$ cat src/rtl/mem_port_arbiter_if.sv
// Memory-side bus of the fetch/data port arbiter.
// master = arbiter (issues requests), slave = memory (acks and returns data).
interface mem_port_arbiter_if;
  logic        mem_req;
  logic        mem_we;
  logic [31:0] mem_addr;
  logic [3:0]  mem_be;
  logic [31:0] mem_wdata;
  logic        mem_ack;
  logic [31:0] mem_rdata;

  modport master (
    output mem_req, mem_we, mem_addr, mem_be, mem_wdata,
    input  mem_ack, mem_rdata
  );

  modport slave (
    input  mem_req, mem_we, mem_addr, mem_be, mem_wdata,
    output mem_ack, mem_rdata
  );
endinterface

$ cat src/rtl/mem_port_arbiter.sv
// Single-port memory arbiter between instruction fetch and data access; data has priority.
// Optional MISALIGN_TRAP_EN: misaligned data accesses complete without a memory cycle and flag dm_misalign.
//
// state | meaning
// IDLE  | no transaction; sample data request first, then fetch
// BUSY  | mem_req held with latched command until mem_ack
// RESP  | one-cycle done pulse to the owner, rdata valid
module mem_port_arbiter (
  input  logic        clk,
  input  logic        rst_n,
  input  logic        if_req,
  input  logic [31:0] if_addr,
  output logic        if_done,
  output logic [31:0] if_rdata,
  input  logic        dm_read,
  input  logic        dm_write,
  input  logic [31:0] dm_addr,
  input  logic [31:0] dm_wdata,
  input  logic [2:0]  dm_load_type,
  input  logic [1:0]  dm_store_type,
  output logic        dm_done,
  output logic [31:0] dm_rdata,
`ifdef MISALIGN_TRAP_EN
  output logic        dm_misalign,
`endif
  output logic        stall_if,
  output logic        stall_mem,
  mem_port_arbiter_if.master mem
);

  localparam logic [2:0] LD_LB  = 3'b000;
  localparam logic [2:0] LD_LH  = 3'b001;
  localparam logic [2:0] LD_LW  = 3'b010;
  localparam logic [2:0] LD_LBU = 3'b011;
  localparam logic [2:0] LD_LHU = 3'b100;
  localparam logic [1:0] ST_SB  = 2'b00;
  localparam logic [1:0] ST_SH  = 2'b01;

  typedef enum logic [1:0] {IDLE, BUSY, RESP} state_t;

  state_t      state_q, state_nxt;
  logic        start_data, start_fetch, capture, trap, misalign_now;
  logic        owner_q;
  logic        we_q;
  logic [31:0] addr_q, wdata_q, if_rdata_q, dm_rdata_q;
  logic [3:0]  be_q;
  logic [2:0]  ltype_q;
  logic [1:0]  off_q;
  logic [3:0]  st_be;
  logic [31:0] st_data;
  logic        dm_any;

  assign dm_any = dm_read | dm_write;

  function automatic logic [31:0] load_ext(input logic [31:0] d, input logic [2:0] t,
                                           input logic [1:0] off);
    logic [7:0]  b;
    logic [15:0] h;
    b = 8'(d >> {off, 3'b000});
    h = off[1] ? d[31:16] : d[15:0];
    case (t)
      LD_LB:   load_ext = {{24{b[7]}}, b};
      LD_LH:   load_ext = {{16{h[15]}}, h};
      LD_LBU:  load_ext = {24'b0, b};
      LD_LHU:  load_ext = {16'b0, h};
      default: load_ext = d;
    endcase
  endfunction

  always_comb begin
    st_be   = 4'b1111;
    st_data = dm_wdata;
    case (dm_store_type)
      ST_SB: begin
        st_be   = 4'b0001 << dm_addr[1:0];
        st_data = {4{dm_wdata[7:0]}};
      end
      ST_SH: begin
        st_be   = dm_addr[1] ? 4'b1100 : 4'b0011;
        st_data = {2{dm_wdata[15:0]}};
      end
      default: ;
    endcase
  end

`ifdef MISALIGN_TRAP_EN
  // Write wins when both strobes are high, so its type decides alignment.
  always_comb begin
    misalign_now = 1'b0;
    if (dm_write) begin
      case (dm_store_type)
        ST_SB:   misalign_now = 1'b0;
        ST_SH:   misalign_now = dm_addr[0];
        default: misalign_now = |dm_addr[1:0];
      endcase
    end else begin
      case (dm_load_type)
        LD_LH, LD_LHU: misalign_now = dm_addr[0];
        LD_LW:         misalign_now = |dm_addr[1:0];
        default:       misalign_now = 1'b0;
      endcase
    end
  end
`else
  assign misalign_now = 1'b0;
`endif

  always_ff @(posedge clk or negedge rst_n) begin
    if (!rst_n) state_q <= IDLE;
    else        state_q <= state_nxt;
  end

  always_comb begin
    state_nxt   = state_q;
    start_data  = 1'b0;
    start_fetch = 1'b0;
    capture     = 1'b0;
    trap        = 1'b0;
    case (state_q)
      IDLE: begin
        if (dm_any) begin
          start_data = 1'b1;
          trap       = misalign_now;
          state_nxt  = misalign_now ? RESP : BUSY;
        end else if (if_req) begin
          start_fetch = 1'b1;
          state_nxt   = BUSY;
        end
      end
      BUSY: begin
        if (mem.mem_ack) begin
          capture   = 1'b1;
          state_nxt = RESP;
        end
      end
      RESP:    state_nxt = IDLE;
      default: state_nxt = IDLE;
    endcase
  end

  always_ff @(posedge clk or negedge rst_n) begin
    if (!rst_n) begin
      owner_q    <= 1'b0;
      we_q       <= 1'b0;
      addr_q     <= '0;
      be_q       <= '0;
      wdata_q    <= '0;
      ltype_q    <= '0;
      off_q      <= '0;
      if_rdata_q <= '0;
      dm_rdata_q <= '0;
    end else begin
      if (start_data) begin
        owner_q <= 1'b1;
        we_q    <= dm_write;
        addr_q  <= dm_addr & 32'hFFFF_FFFC;
        be_q    <= dm_write ? st_be : 4'b1111;
        wdata_q <= st_data;
        ltype_q <= dm_load_type;
        off_q   <= dm_addr[1:0];
      end else if (start_fetch) begin
        owner_q <= 1'b0;
        we_q    <= 1'b0;
        addr_q  <= if_addr & 32'hFFFF_FFFC;
        be_q    <= 4'b1111;
      end
      // Stores leave dm_rdata untouched so the last load value stays visible.
      if (capture) begin
        if (!owner_q)   if_rdata_q <= mem.mem_rdata;
        else if (!we_q) dm_rdata_q <= load_ext(mem.mem_rdata, ltype_q, off_q);
      end
    end
  end

`ifdef MISALIGN_TRAP_EN
  logic misalign_q;
  always_ff @(posedge clk or negedge rst_n) begin
    if (!rst_n)          misalign_q <= 1'b0;
    else if (start_data) misalign_q <= trap;
  end
  assign dm_misalign = dm_done & misalign_q;
`endif

  assign mem.mem_req   = (state_q == BUSY);
  assign mem.mem_we    = (state_q == BUSY) & we_q;
  assign mem.mem_addr  = addr_q;
  assign mem.mem_be    = be_q;
  assign mem.mem_wdata = wdata_q;

  assign if_done   = (state_q == RESP) & ~owner_q;
  assign dm_done   = (state_q == RESP) & owner_q;
  assign if_rdata  = if_rdata_q;
  assign dm_rdata  = dm_rdata_q;
  assign stall_if  = if_req & ~if_done;
  assign stall_mem = dm_any & ~dm_done;

endmodule

$ cat src/flat_wrapper.sv
// flat-port wrapper written by rule: the top's interface ports become plain ports
module mem_port_arbiter_flat 
  (clk, rst_n, if_req, if_addr, if_done, if_rdata, dm_read, dm_write, dm_addr, dm_wdata, dm_load_type, dm_store_type, dm_done, dm_rdata, stall_if, stall_mem, mem_mem_req, mem_mem_we, mem_mem_addr, mem_mem_be, mem_mem_wdata, mem_mem_ack, mem_mem_rdata);
  mem_port_arbiter_if mem_i ();
  input  logic clk;
  input  logic rst_n;
  input  logic if_req;
  input  logic [31:0] if_addr;
  output logic if_done;
  output logic [31:0] if_rdata;
  input  logic dm_read;
  input  logic dm_write;
  input  logic [31:0] dm_addr;
  input  logic [31:0] dm_wdata;
  input  logic [2:0] dm_load_type;
  input  logic [1:0] dm_store_type;
  output logic dm_done;
  output logic [31:0] dm_rdata;
  output logic stall_if;
  output logic stall_mem;
  output wire logic [$bits(mem_i.mem_req)-1:0] mem_mem_req;
  output wire logic [$bits(mem_i.mem_we)-1:0] mem_mem_we;
  output wire logic [$bits(mem_i.mem_addr)-1:0] mem_mem_addr;
  output wire logic [$bits(mem_i.mem_be)-1:0] mem_mem_be;
  output wire logic [$bits(mem_i.mem_wdata)-1:0] mem_mem_wdata;
  input wire logic [$bits(mem_i.mem_ack)-1:0] mem_mem_ack;
  input wire logic [$bits(mem_i.mem_rdata)-1:0] mem_mem_rdata;
  assign mem_mem_req = mem_i.mem_req;
  assign mem_mem_we = mem_i.mem_we;
  assign mem_mem_addr = mem_i.mem_addr;
  assign mem_mem_be = mem_i.mem_be;
  assign mem_mem_wdata = mem_i.mem_wdata;
  assign mem_i.mem_ack = mem_mem_ack;
  assign mem_i.mem_rdata = mem_mem_rdata;
  mem_port_arbiter u_core (.clk(clk), .rst_n(rst_n), .if_req(if_req), .if_addr(if_addr), .if_done(if_done), .if_rdata(if_rdata), .dm_read(dm_read), .dm_write(dm_write), .dm_addr(dm_addr), .dm_wdata(dm_wdata), .dm_load_type(dm_load_type), .dm_store_type(dm_store_type), .dm_done(dm_done), .dm_rdata(dm_rdata), .stall_if(stall_if), .stall_mem(stall_mem), .mem(mem_i));
endmodule
$ cat config.mk
export PLATFORM = sky130hd
export DESIGN_NAME = mem_port_arbiter_flat
export DESIGN_NICKNAME = d
export VERILOG_FILES = /design/src/rtl/mem_port_arbiter_if.sv /design/src/rtl/mem_port_arbiter.sv /design/src/flat_wrapper.sv
export SDC_FILE = /design/constraint.sdc
export NUM_CORES = 1
export LEC_CHECK = 0
export CAP_MARGIN = 15
export CORE_MARGIN = 1.5
export CORE_UTILIZATION = 35
export DETAILED_ROUTE_END_ITERATION = 10
export HOLD_SLACK_MARGIN = 0.1
export PLACE_DENSITY_LB_ADDON = 0.08
export SLEW_MARGIN = 20
export SYNTH_ARGS = -nofsm -noshare
export SYNTH_HDL_FRONTEND = slang
export SYNTH_SLANG_ARGS = --single-unit
$ cat constraint.sdc
create_clock -name clk -period 2.85 [get_ports clk]
set_input_delay 0.285 -clock clk [delete_from_list [all_inputs] [get_ports clk]]
set_output_delay 0.285 -clock clk [all_outputs]
set_load 0.05 [all_outputs]
## Word-level counts from Yosys, hierarchy flattened

Index checks and enable logic that the tools add are counted.

- Input bits: 139
- Flip-flop bits (word level): 141
- Word-level logic and storage cells: 61

- Reductions and logical operators: 7
- Multiplexer cells: 24
- Shift operators: 2
- Bitwise logic cells: 10
- Eq/ne operators: 8

Operators with widths:

| cell | count |
|---|---|
| 32-bit case mux with 4 select lines | 1 |
| 32-bit 2-to-1 mux | 2 |
| 32-bit case mux with 2 select lines | 1 |
| 32-bit by 5-bit >> shifter with 8-bit output | 1 |
| 16-bit 2-to-1 mux | 1 |
| 4-bit 2-to-1 mux | 4 |
| 1-bit 2-to-1 mux | 10 |
| 4-bit case mux with 2 select lines | 1 |
| 2-bit 2-to-1 mux | 3 |
| 1-bit AND | 5 |
| 2-bit by 1-bit == test with 1-bit output, second input constant | 2 |
| 2-bit zero test | 2 |
| 1-bit NOT | 4 |
| 2-bit case mux with 2 select lines | 1 |
| 2-bit AND reduction | 2 |
| 1-bit by 2-bit left shift with 4-bit output, first input constant | 1 |
| 3-bit by 1-bit == test with 1-bit output, second input constant | 1 |
| 3-bit by 2-bit == test with 1-bit output, second input constant | 1 |
| 3-bit == test, second input constant | 1 |
| 3-bit zero test | 1 |
| 3-bit by 2-bit inequality test with 1-bit output, second input constant | 1 |
| 3-bit AND reduction | 1 |
| 2-bit == test, second input constant | 1 |
| 2-bit by 1-bit inequality test with 1-bit output, second input constant | 1 |
| 2 further kinds | 2 |

## Logic depth before layout (Yosys ltp)

Gate-level depths: netlist (run 1).

- Word-level depth: 5
- Gate-level depth with buffers: 7

## Least setup slack after synthesis (run 1)

Ideal clock, no wire load.

- Path type: register to output
- Start point: register u_core.state_q[0]
- End point: output stall_if
- Path buffers: 0
- Required time: 2,565 ps
- Slack: 342 ps
- Cell stages (with the launch flop): 3
- Arrival: 2,223 ps
- Cell sequence: dfrtp_1 > nor3b_1 > nor2b_1

- Longest elaborated chain between the ends: 4

Ends and longest elaborated chain:

| item | line | source |
|---|---|---|
| from (decl) | mem_port_arbiter.sv:41 | `state_t state_q, state_nxt;` |
| from (signal assigned) | mem_port_arbiter.sv:110 | `else state_q <= state_nxt;` |
| 2-bit == test | mem_port_arbiter.sv:190 | `assign if_done = (state_q == RESP) & ~owner_q;` |
| 1-bit AND | mem_port_arbiter.sv:190 |  |
| named net if_done | flat_wrapper.sv:9 | `output logic if_done;` |
| 1-bit NOT | mem_port_arbiter.sv:194 | `assign stall_if = if_req & ~if_done;` |
| 1-bit AND | mem_port_arbiter.sv:194 |  |
| to (decl) | flat_wrapper.sv:19 | `output logic stall_if;` |

The timed path passes the listed nets, and every way through them passes these cells.

## Worst setup path in the final report (run 1)

- Start point: register u_core.state_q[1]
- End point: output if_done

- Longest elaborated chain between the ends: 2

Ends and longest elaborated chain:

| item | line |
|---|---|
| 2-bit == test | mem_port_arbiter.sv:190 |
| 1-bit AND | mem_port_arbiter.sv:190 |
| to (decl) | flat_wrapper.sv:9 |

No other way between the ends.

==> flow_summary.yaml, run 1 <==
clock_tree:
  cts_tree: "yes"
  insertion_delay_ns: 0.42
  h-tree-depth: 4
  numCtsBuffers: 17
  clock_path_buffers: 2
  cts_sinks: 139
  post-cts-setup-buffer-count: 0
  clk_pin_slew_worst_paths_ns: 0.06
  cts_root_buf: "clkbuf_16"
timing:
  period_needed_ns: 2.47
  max_slew_margin_pct: 46.9
  min_period_over_period_pct: 86.7
  worst_pin_slew_ns: 0.797
  fin_skew_ns: 0.0138
  setup_viol: 0
  slew_viol_final: 0
  tns_ns: 0
  hold_viol_final: 0
  rsz0062_at_grt: "false"
  fmaxAchievable_ghz: 0.405
cells_and_area:
  syn2layout_area_growth_pct: 55.0
  finalNetCount: 1079
  post-route-util_pct: 55.5
  antennaDiodeCount: 0
  drive_gt1_share_pct: 10.4
synthesis:
  ys_seq_area_share_pct: 53.9
  async_reset_ff_share_pct: 100
  yosysUniqueCellTypes: 44
  synth-edff-count: 0
  synth-warning-count: 0
  synth_ff_type: "dfrtp_1"
  synth_cells: 679
  ys_ff_latch: 139
  synth.avg_cell_area_sq_um: 9.51
  synth_area_sq_um: 6450
floorplanning:
  placementRows: 49
  core_area_sq_um: 18000
  die_area_sq_um: 19300
  die_x_um: 139
  die_y_um: 139
  pin_count: 277
  start_util_pct: 35.8
critical_path:
  cp_slowest_stage_delay_ns: 0.88
  cp.arrival_ns: 2.19
  cp_num_cells: 2
  rrSetupSlack_ns: 0.61
  worst-setup-path-type: "reg2out"
  crit_buf_inv: 1
  worstPathRequired_ns: 2.57
  crit_chain: "nor3b_1 -> clkdlybuf4s50_1"
  crit_path_end_kind: "output pin"
  rr_startpoint: "u_core.ltype_q[2]"
  r2r_cells: 4
  start_kind: "register"
  cpLargestDelayFamily: "buffers and inverters"
  regToRegEndpoint: "u_core.dm_rdata[6]"
  crit_start: "u_core.state_q[1]"
  endpoint: "if_done"
  path_max_fanout: 7
  slowest_stage: "clkdlybuf4s50_1"
grt:
  grt_use_total_pct: 21.4
  grt_max_degree: 61
  grt_pass1_wl_um: 32400
  grt_pass1_vias: 6036
  antenna_found_initial: 1
  overflow: 0
route:
  ant_nets: 0
  drt_iter0_markers: 284
  wirelength_um: 20300
  wl_per_cell_um: 17.1
  vias: 6003
  vias_per_cell: 5.08
  drc: 0
  dr.pass1.iters: 5
power_and_ir_drop:
  power_density_nw_per_um2: 1400
  p_leak_nw: 4.17
  ir_drop_v: 0.000741
placement:
  dp_hpwl_um: 14900
  io_buffers: 272
  gp_congestion: 0.806
hold_path:
  holdCritPathClass: "in2async"
flow_run:
  drv_cap: 0
status:
  run_status: "complete, no violations"
flip-flops by register name (all words and copies together), names as in the netlist:
| name | count |
|---|---|
| u_core.mem.mem_be | 4 |
| u_core.ltype_q | 3 |
| u_core.we_q | 1 |
| u_core.dm_rdata | 32 |
| u_core.off_q | 2 |
| u_core.mem.mem_wdata | 32 |
| u_core.mem.mem_addr | 30 |
| u_core.state_q | 2 |
| u_core.if_rdata | 32 |
| u_core.owner_q | 1 |
cell usage after synthesis (6+ instances only):
cell type,instances,area [sq um]
o221a_2,7,78.8
dfrtp_1,139,3480
mux2_2,34,383
clkbuf_1,24,90.1
o21ai_0,53,265
inv_1,12,45.0
nor2_1,85,319
nor3_1,8,40.0
buf_1,6,22.5
mux2i_1,27,270
o2111ai_1,7,61.3
a21oi_1,35,175
nand2_1,153,574
buf_2,13,65.1
a221oi_1,8,70.1
a31oi_1,30,188
how the worst min path moves through the flow:
stage	start	to	slack [ns]	depth (start not counted)
after floorplan	rst_n	u_core.dm_rdata[0]	-0.01	0
after global placement	rst_n	u_core.if_rdata[28]	0.28	1
after detailed placement	rst_n	u_core.if_rdata[27]	0.29	1
after CTS	dm_load_type[1]	u_core.ltype_q[1]	0.40	3
after global routing	rst_n	u_core.if_rdata[27]	0.42	2
final	rst_n	u_core.if_rdata[28]	0.39	2
per-layer routing:
layer  wire, um  vias to the layer above  GRT usage [%]  part of all wire, %
li1           -                     2842              -                    -
met1       7960                     2901           25.0                   39
met2      10200                      235           36.3                   50
met3       1720                       23           7.77                  8.5
met4        359                        2           7.68                  1.8
met5         13                        -              0                0.064
worst reg2reg max path, cell delays in order (launching register included):
cell and delay, ns:
dfrtp_1 0.51, nand2b_1 0.48, or2_0 0.70, a21oi_1 0.16
o221a_2 0.29
power by group:
part	switching, mW	total [mW]	internal (mW)
clock network	0.851	2.09	1.24
registers	0.638	3.61	2.97
logic	5.47	8.28	2.82
total	6.96	14.0	7.03
cell type report:
cell class                 count  area (sq um)
sequential                   139          3480
multi-input combinational    481          2750
tap                          229           287
clock inverter                11          96.3
fill                        1600          8020
timing repair buffer         289          2890
clock buffer                  21           460
inverter                      12          45.0
kinds of logic (layout without fill, tap and decap cells):
| group | Yosys count | count (layout) | synth area share, % |
|---|---|---|---|
| AND/OR/NAND/NOR | 263 | 263 | 16.5 |
| AO/OA/AOI/OAI | 152 | 152 | 14.7 |
| flip-flops | 139 | 139 | 53.9 |
| multiplexers | 62 | 62 | 10.5 |
| buffers and inverters | 60 | 333 | 4.15 |
| XOR/XNOR | 2 | 2 | 0.271 |
| other | 1 | 2 | 0.0581 |
layout by cell type, fill, tap and decap left out, types with 2 or more instances in the layout:
master,netlist,routed
a21oi_1,35,35
a221oi_1,8,8
a31oi_1,30,30
buf_12,0,3
buf_4,3,13
clkbuf_1,24,2
clkbuf_16,0,17
clkbuf_8,0,2
clkdlybuf4s50_1,0,271
clkinv_2,0,5
clkinv_4,0,3
clkinvlp_4,0,2
conb_1,1,2
dfrtp_1,139,139
inv_1,12,12
mux2_2,34,34
mux2i_1,27,27
nand2_1,153,153
nand3b_1,2,2
nor2_1,85,84
nor2b_1,4,4
nor3_1,8,8
o2111ai_1,7,7
o21a_1,4,4
o21ai_0,53,53
o221a_2,7,7
through the flow:
stage | setup WS (ns) | cell area, sq um | cells | total power, mW | hold WS (ns)
after floorplan | 0.342 | 6460 | 680 | 9.06 | -0.0106
after global placement | 0.571 | 9440 | 1149 | 11.8 | 0.282
after detailed placement | 0.525 | 9440 | 1149 | 12.0 | 0.288
after CTS | 0.367 | 10000 | 1182 | 14.1 | 0.402
after global routing | 0.284 | 10000 | 1182 | 14.8 | 0.415
final | 0.380 | 10000 | 1182 | 14.0 | 0.391
timing repair:
action | in CTS | in global routing
gates resized for setup | 0 | 0
endpoints found under the hold margin | 54 | 0
hold buffers | 1 | 0
Note: power is estimated with default switching activity, not from simulation.
==> inputs of run 2 (changes only) <==
RECOVER_POWER = 25   (was default)
==> run 2 against run 1 <==
Clock skew unchanged. Cell count did not move. Count of clock-buffer cells in the layout unchanged. Fmax about the same. Flip-flop and latch count is the same. Largest cell class unchanged. Sequential power is essentially flat. Combinational power barely moved. Non-clock buffer count unchanged.
==> flow_summary.yaml, run 2 (synthesized netlist as in run 1, its figures left out) <==
timing:
  hold_viol_final: 0
  layout_setup_ws_ns: 0.380
  rsz0062_at_grt: "false"
  worst_pin_slew_ns: 1.45
  slew_viol_final: 0
  whs_ns: 0.426
  fmaxAchievable_ghz: 0.405
  setup_viol: 0
  period_needed_ns: 2.47
  max_slew_margin_pct: 3.66
  min_period_over_period_pct: 86.7
  fin_skew_ns: 0.0138
  tns_ns: 0
route:
  ant_nets: 0
  wl_per_cell_um: 17.1
  drc: 0
  vias_per_cell: 5.08
  dr.pass1.iters: 5
  drt_iter0_markers: 283
  vias: 6001
  wirelength_um: 20300
power_and_ir_drop:
  p_clk_share_pct: 15.0
  power_switching_mw: 6.96
  power_density_nw_per_um2: 1400
  pwr-share-seq_pct: 25.8
  pwr-share-comb_pct: 59.2
  ir_drop_v: 0.000741
  p_leak_nw: 4.17
  power.total_mw: 14.0
  sw_frac_of_total_pct: 49.7
  internal-power_mw: 7.03
clock_tree:
  cts_root_buf: "clkbuf_16"
  h-tree-depth: 4
  numCtsBuffers: 17
  cts_sinks: 139
  clk_pin_slew_worst_paths_ns: 0.06
  ctsResizeCount: 0
  cts_tree: "yes"
  insertion_delay_ns: 0.42
  clock_path_buffers: 2
critical_path:
  cp_slowest_stage_delay_ns: 0.88
  cpLargestDelayFamily: "buffers and inverters"
  crit_path_end_kind: "output pin"
  slowest_stage: "clkdlybuf4s50_1"
  crit_chain: "nor3b_1 -> clkdlybuf4s50_1"
  worst-setup-path-type: "reg2out"
  start_kind: "register"
  crit_buf_inv: 1
  worstPathRequired_ns: 2.57
  cp.arrival_ns: 2.19
  path_max_fanout: 7
cells_and_area:
  final_cell_mix: "271 x clkdlybuf4s50_1, 153 x nand2_1, 139 x dfrtp_1, 84 x nor2_1, 53 x o21ai_0"
  nFillCells: 1602
  final_area_sq_um: 10000
  final_common_cell: "clkdlybuf4s50_1"
  antennaDiodeCount: 0
  post-route-util_pct: 55.5
  fin_cells: 1182
  drive_gt1_share_pct: 10.4
  finalNetCount: 1079
  syn2layout_area_growth_pct: 54.9
hold_path:
  holdCritPathClass: "in2reg"
floorplanning:
  die_y_um: 139
  die_x_um: 139
  core_area_sq_um: 18000
  start_util_pct: 35.8
  pin_count: 277
  placementRows: 49
  die_area_sq_um: 19300
placement:
  post_dp_cell_area_sq_um: 9440
  dp_hpwl_um: 14900
  pre_cts_slack_ns: 0.525
  io_buffers: 272
  gp_congestion: 0.806
  place_inst: 1149
grt:
  grt_pass1_wl_um: 32400
  antenna_found_initial: 1
  grt_pass1_vias: 6036
  grt_use_total_pct: 21.4
  overflow: 0
  grt_max_degree: 61
status:
  run_status: "complete, no violations"
flow_run:
  drv_cap: 0
[run 2: cell count changes in the layout (fill, tap and decap cells not counted)]
| cell | delta |
|---|---|
| clkbuf_2 | +1 |
| buf_6 | -1 |
[run 2: final cells by class]
type	instances	area, sq um	share of cell area, %
timing repair buffer	289	2890	28.9
tap	229	287	2.87
inverter	12	45.0	0.451
multi-input combinational	481	2750	27.5
sequential	139	3480	34.8
clock inverter	11	96.3	0.964
clock buffer	21	460	4.61
[run 2: worst min-delay path, cell delays in order]
cell             delay [ns]
clkdlybuf4s50_1        0.39
nand2_1                0.05
a31oi_1                0.07
[run 2: power groups by stage]
stage	Sequential, mW	Combinational, mW	Clock (mW)
CTS	3.62	8.34	2.14
floorplan	6.71	2.35	0
global placement	3.58	8.25	0
finish	3.61	8.28	2.09
global route	3.76	8.76	2.23
detailed placement	3.63	8.33	0
[run 2: metal layers]
| metal | routed length (um) | part of all wire, % | track usage [%] |
|---|---|---|---|
| met5 | 13 | 0.064 | 0 |
| met4 | 359 | 1.8 | 7.68 |
| met3 | 1700 | 8.4 | 7.77 |
| met2 | 10200 | 50 | 36.3 |
| met1 | 7980 | 39 | 25.0 |
[run 2: final timing paths]
kind,end,cells past startpoint,slack [ns],startpoint
max in group asynchronous,u_core.mem.mem_be[0],3,1.03,rst_n
max reg2reg,u_core.dm_rdata[6],4,0.61,u_core.ltype_q[2]
min,u_core.mem.mem_addr[21],3,0.43,dm_addr[21]
max,if_done,2,0.38,u_core.state_q[1]
min reg2reg,u_core.mem.mem_wdata[22],2,0.48,u_core.mem.mem_wdata[22]
min in group asynchronous,u_core.if_rdata[28],2,0.73,rst_n
[run 2: repair_timing]
action | CTS | global route
setup buffers | 0 | 0
hold buffers | 1 | 0
hold endpoints to repair | 54 | 0
